**src/rtl/gc_conv_arbiter.sv**
```systemverilog
// gc_conv_arbiter: NREQ-way valid/ready arbiter feeding one shared binary-to-Gray converter with a registered output slot.
// Define GC_ARB_ROUND_ROBIN_EN for round-robin arbitration; otherwise fixed priority with the lowest index winning.
module gc_conv_arbiter #(
    parameter int NREQ = 4,
    parameter int W    = 4,
    parameter int SW   = $clog2(NREQ)
) (
    input  logic            clk,
    input  logic            rst,
    input  logic [NREQ-1:0] req_valid,
    input  logic [NREQ*W-1:0] req_data,
    output logic [NREQ-1:0] req_ready,
    output logic            out_valid,
    output logic [W-1:0]    out_gray,
    output logic [W-1:0]    out_bin,
    output logic [SW-1:0]   out_src,
    input  logic            out_ready
);
    typedef enum logic {EMPTY = 1'b0, FULL = 1'b1} state_t;
    state_t         r_state, w_next;
    logic [W-1:0]   r_gray, r_bin;
    logic [SW-1:0]  r_src;
    logic [SW-1:0]  w_base, w_idx;
    logic           w_any, w_free, w_load;
    logic [W-1:0]   w_word;
`ifdef GC_ARB_ROUND_ROBIN_EN
    logic [SW-1:0]  r_ptr;
    always_ff @(posedge clk) begin
        if (rst) r_ptr <= '0;
        else if (w_load) r_ptr <= (int'(w_idx) == NREQ-1) ? '0 : w_idx + 1'b1;
    end
    assign w_base = r_ptr;
`else
    assign w_base = '0;
`endif
    // Scan from the highest offset down so the requester closest to the base wins.
    always_comb begin
        w_any = 1'b0;
        w_idx = '0;
        for (int k = NREQ-1; k >= 0; k--) begin
            if (req_valid[(int'(w_base) + k) % NREQ]) begin
                w_any = 1'b1;
                w_idx = SW'((int'(w_base) + k) % NREQ);
            end
        end
    end
    assign w_free = (r_state == EMPTY) || out_ready;
    assign w_load = w_free && w_any && !rst;
    assign w_word = req_data[w_idx*W +: W];
    always_ff @(posedge clk) begin
        if (rst) begin
            r_state <= EMPTY;
            r_gray  <= '0;
            r_bin   <= '0;
            r_src   <= '0;
        end else begin
            r_state <= w_next;
            if (w_load) begin
                r_gray <= w_word ^ (w_word >> 1);
                r_bin  <= w_word;
                r_src  <= w_idx;
            end
        end
    end
    always_comb begin
        w_next = w_load ? FULL : (w_free ? EMPTY : r_state);
    end
    always_comb begin
        req_ready = '0;
        if (w_load) req_ready[w_idx] = 1'b1;
        out_valid = (r_state == FULL);
        out_gray  = r_gray;
        out_bin   = r_bin;
        out_src   = r_src;
    end
endmodule

```
**config.mk**
```make
export PLATFORM = sky130hd
export DESIGN_NAME = gc_conv_arbiter
export DESIGN_NICKNAME = d
export VERILOG_FILES = /design/src/rtl/gc_conv_arbiter.sv
export SDC_FILE = /design/constraint.sdc
export NUM_CORES = 1
export LEC_CHECK = 0
export CELL_PAD_IN_SITES_DETAIL_PLACEMENT = 1
export CELL_PAD_IN_SITES_GLOBAL_PLACEMENT = 2
export CORE_MARGIN = 3
export CORE_UTILIZATION = 35
export DETAILED_ROUTE_END_ITERATION = 8
export DONT_BUFFER_PORTS = 1
export GPL_ROUTABILITY_DRIVEN = 0
export HOLD_SLACK_MARGIN = 0.02
export PLACE_DENSITY_LB_ADDON = 0.08
export SLEW_MARGIN = 15
export SYNTH_ARGS = -nofsm -noshare
export SYNTH_HDL_FRONTEND = slang
export SYNTH_SLANG_ARGS = --single-unit
```
**constraint.sdc**
```tcl
create_clock -name clk -period 3.4 [get_ports clk]
set_clock_uncertainty 0.05 [all_clocks]
set_input_delay 0.68 -clock clk [delete_from_list [all_inputs] [get_ports clk]]
set_output_delay 0.68 -clock clk [all_outputs]
set_load 0.005 [all_outputs]
```
; ---- Word level (Yosys, flattened, before mapping)
; Index checks and enable logic that the tools add are counted.
[word_totals]
register_bits = 11
out_inout_bits = 15
wordCells = 28
[op_classes]
n_lt_le_gt_ge = 2
n_shift = 1
muxes = 13
bitwise_logic = 2
n_reduce_logical = 6
[ops]
columns = cell, n
row1 = variable part select 16 x 5 -> 4 bit, 1
row2 = 2-to-1 mux 2 bit, 4
row3 = 2-to-1 mux 1 bit, 7
row4 = 2-to-1 mux 4 bit, 1
row5 = XOR 4 x 3 -> 4 bit, 1
row6 = logical AND 1 bit, 3
row7 = "less-than comparator 2 x 3 -> 1 bit, second input constant", 1
row8 = demux 1 bit (select 2 bit), 1
row9 = "greater-or-equal comparator 2 x 1 -> 1 bit, second input constant", 1
row10 = nonzero test 2 bit, 1
row11 = logical NOT 1 bit, 1
row12 = logical OR 1 bit, 1
row13 = inverter 1 bit, 1

; ---- Longest topological paths before layout
[logic_depth]
word_depth = 9
depth_mapped = 6
mapped_depth_nobuf = 5

; ---- Worst setup path before layout
; No wires, ideal clock.
[synth_path]
path_type = input to output
startpoint = in req_valid[0]
endpoint = out req_ready[2]
arrival_ns = 1.632
path_slack_ns = 1.038
cell_stages = 5
path_buffers = 2
cell_sequence = buf_6 nor4_1 nor3_2 buf_6 and3_1
[synth_between]
elab_chain_cells = 6
elab_cells_between_ends = 10
[synth_lines]
columns = item, line
row1 = start: declaration, 10  ; input logic [NREQ-1:0] req_valid,
row2 = 2-to-1 mux 2 bit, 41  ; if (req_valid[(int'(w_base) + k) % NREQ]) begin
row3 = less-than comparator 2 x 3 -> 1 bit (implied by the code) or greater-or-equal comparator 2 x 1 -> 1 bit (tied branches), 70  ; if (w_load) req_ready[w_idx] = 1'b1;
row4 = logical AND 1 bit (implied by the code), 70
row5 = 2-to-1 mux 1 bit (implied by the code), 70
row6 = demux 1 bit (select 2 bit), -
row7 = 2-to-1 mux 4 bit *, 70
row8 = end: declaration, 12  ; output logic [NREQ-1:0] req_ready,
; Every way passes the cells marked *; elsewhere a longest branch is shown, timed or not.

; ---- Worst setup path in the final report
[layout_path]
startpoint = reg r_state (netlist: out_valid)
endpoint = out req_ready[3]
[layout_between]
elab_chain_cells = 5
[layout_lines]
columns = item, line
row1 = start: declaration, 20  ; state_t r_state, w_next;
row2 = start signal: assignment, 57  ; r_state <= w_next;
row3 = inverter 1 bit, 47  ; assign w_free = (r_state == EMPTY) || out_ready;
row4 = logical OR 1 bit, 47
row5 = logical AND 1 bit (2 in a row), 48  ; assign w_load = w_free && w_any && !rst;
row6 = 2-to-1 mux 4 bit, 70
; Every way passes these cells.

==> summary.txt <==
Timing
  • Slew Viols, Final: 0
  • RSZ-0062 raised after global routing: false
  • Worst Tran Pin Value: 0.753 ns
  • Final setup fails: 0
  • Fin crit share: about 74%
  • Final hold slack: 0.435 ns
  • Slew headroom: a little under 50%
  • Peak Freq: 400 MHz
  • Post-layout minimum cycle time: between 2 and 3 ns
  • Setup TNS: 0 ns
  • Hold Fails Final Rpt: 0

Power and ir drop
  • Pwr Density: roughly 360 mW/mm^2
  • P_leak: 0.318 nW
  • VDD IR max: 0.183 mV
  • Pint: 206 uW
  • Clock power share: between 20% and 30%
  • Sw frac: roughly 28%
  • Psw: between 80 and 90 uW
  • Seq pwr share: around half
  • Power share of the combinational group: 24.8%

Critical path
  • Worst-path cell chain: nor2b_1 > nor3_2 > nand2_1 > nor2_1
  • Worst-path fanout max: 14
  • Worst R2R Setup Slack: 1.31 ns
  • Critical path's slowest cell: nor3_2
  • Critical Path Max Stage Delay: approximately 0.6 ns
  • Buffers plus inverters on the worst setup path: 0
  • Reg2Reg Depth: 5
  • Worst path top cell family by delay: simple AND/OR/NAND/NOR gates
  • CP Capture Type: output port
  • CP required: roughly 2.7 ns
  • WS Path Type: flop to output port
  • CP Data Arrival Time: roughly 1.8 ns
  • Launching point of the worst reg2reg path: out_valid
  • Worst R2R End: out_gray[1]
  • Critical Path Source Type: flop

Floorplan
  • Initial Utilization: 38.7%
  • Core ar.: just over 0.002 sq mm
  • Die ar.: 0.00287 sq mm
  • I/O pins: 38
  • Die Span X: around 54 microns
  • Chip Height: between 50 and 60 microns
  • Num rows: 16

Yosys
  • Top FF cell, synth: dfxtp_1
  • Avg Synthesized Cell Area: between 8 and 9 sq um
  • Sequential element share of the synthesized area: 25.3%
  • Largest area contributor in the netlist: dfxtp_1
  • Seq cells post-synth: 10
  • Portion of netlist area occupied by mux cells: 9.65%
  • Post-synth top area share: 25.3%
  • Post-synthesis compound-gate area fraction: between 20 and 25%
  • Post-synthesis cell count: 93
  • Post-Syn Area: 791 sq um
  • XOR/XNOR Fraction of Synth Area: about 1.1%
  • Post-Synth Adder-Cell Area: 0%
  • Top cells by area, synth: dfxtp_1, mux2i_1, nor3b_1, nor2_1, buf_6
  • Simple-gate portion of the synthesized area: around a third
  • Async S/R FF share, synth: 0%
  • Yosys cell types: between 40 and 50
  • Syn Nets: between 100 and 150
  • Main combinational cell family by area after synthesis: simple AND/OR/NAND/NOR gates
  • YS warnings: 0
  • EDFF count, synth: 0

Clock network
  • Worst-skew pair later-pin latency: around 0.25 ns
  • Clk sinks: 10
  • H-tree depth: 1
  • CTS Buf Count: 3
  • Post-CTS sizing: 0
  • Clock Tree Buf Depth: 2
  • Clock transition at path regs: approximately 0.06 ns
  • Clk root buf: clkbuf_4
  • CTS tree: yes
  • Post-CTS Setup Inserts: 0
  • CTS Hold Bufs: 0

Hold path
  • Worst Hold Path EP: out_src[0]
  • Min-delay src: rst
  • Hold WC Path Type: input port to flop
  • Hold path depth: 1

GRT
  • Number of global-route vias before repair: 649
  • Largest net degree at the start of global routing: 15
  • Initial antenna violation count: 0
  • GR Util All Layers: approximately 15%
  • First-pass GRT wire length: roughly 3.1 mm
  • Congestion Overflow GR: 0

Route
  • Vias per cell: ~5.7
  • TritonRoute pass-1 iters: 3
  • Via count: between 600 and 700
  • ANT nets after route: 0
  • DR top layer: met4
  • Wire length per cell: between 15 and 20 microns
  • Number of DRC markers in iteration 0: 1
  • Metal3 WL: ~140 microns
  • DRT met1 WL: 879 microns
  • DRC Markers: 0
  • Met2 WL: approximately 950 microns
  • Routed wire length: 1.98 mm

Placement
  • DP HPWL: about 1.7 mm
  • Placed insts: 115
  • Port-buffer cells: 0

Outcome
  • Status: completed

Cells and area
  • Share of cells above drive strength 1: between 10% and 20%
  • Cell Count, Final, Fillers Out: approximately 120
  • Final net count: 116
  • Final Util: between 30% and 40%
  • Layout area overhead: 1.42%
  • Antenna diode count: 0

Run
  • Max-cap viol count: 0
==> worst max-delay path by stage <==
stage | start | end | slack, ns | cells after the start
floorplan | req_valid[0] | req_ready[2] | 1.04 | 5
global placement | req_valid[2] | req_ready[3] | 0.89 | 4
detailed placement | req_valid[2] | req_ready[3] | 0.86 | 4
CTS | out_valid | req_ready[3] | 0.84 | 4
global route | out_valid | req_ready[3] | 0.65 | 4
finish | out_valid | req_ready[3] | 0.90 | 4
==> synth_stat cells, types with 2 or more instances <==
cell type,n
a21oi_1,3
a31o_2,3
buf_6,3
dfxtp_1,10
inv_1,3
mux2i_1,4
nand2_1,8
nand2b_1,5
nand3_1,2
nor2_1,9
nor2b_1,2
nor3_1,4
nor3b_1,5
o21ai_0,2
o22ai_1,3
or3b_1,2
==> placed cells by master (no fill, tap or decap), drive strengths merged, types with 5 or more instances in the layout <==
cell type | netlist | final
nor3b | 5 | 5
dfxtp | 10 | 10
nor3 | 5 | 5
nand2 | 8 | 8
mux2i | 6 | 6
nor2 | 10 | 10
nand2b | 6 | 6
==> sequential cells by signal, indices dropped and copies added, names as in the netlist <==
| name | flops |
|---|---|
| out_bin | 4 |
| out_gray | 3 |
| out_src | 2 |
| out_valid | 1 |
==> logic make-up (layout without fill, tap and decap cells) <==
family,Yosys count,count (layout)
XOR/XNOR,1,1
multiplexers,6,6
flip-flops,10,10
AO/OA/AOI/OAI,22,22
buffers and inverters,8,6
AND/OR/NAND/NOR,46,46
==> power by group through the flow <==
stage	clock, mW	sequential [mW]	combinational (mW)
floorplan	0	0.139	0.0693
global placement	0	0.143	0.0729
detailed placement	0	0.142	0.0723
CTS	0.0829	0.140	0.0727
global route	0.0920	0.141	0.0805
finish	0.0779	0.139	0.0716
==> cell type report <==
class                   count  area, sq um
clock buffers               3         22.5
multi-input cells          75          534
fillers                   259         1240
inverters                   3         11.3
well taps                  27         33.8
flip-flops and latches     10          200
==> per-layer routing <==
layer / vias to the layer above / GRT usage [%]
met4: 0 / 2.55
met3: 2 / 5.26
met2: 24 / 24.3
li1: 337 / -
met5: - / 0
met1: 307 / 20.1
==> worst register-to-register path, cell delays in order, from the launching register on <==
cell	delay [ns]
dfxtp_1	0.32
nor2b_1	0.20
nor3_2	0.60
nor2_1	0.21
and2_1	0.22
a2111o_1	0.38
==> per-stage QoR <==
stage	total power, mW	area (sq um)	worst slack [ns]
2_1_floorplan	0.209	791	1.04
3_3_place_gp	0.215	779	0.891
3_5_place_dp	0.215	779	0.862
4_1_cts	0.295	802	0.844
5_1_grt	0.313	802	0.651
6_report	0.289	802	0.898
(Power assumes the default switching activity.)
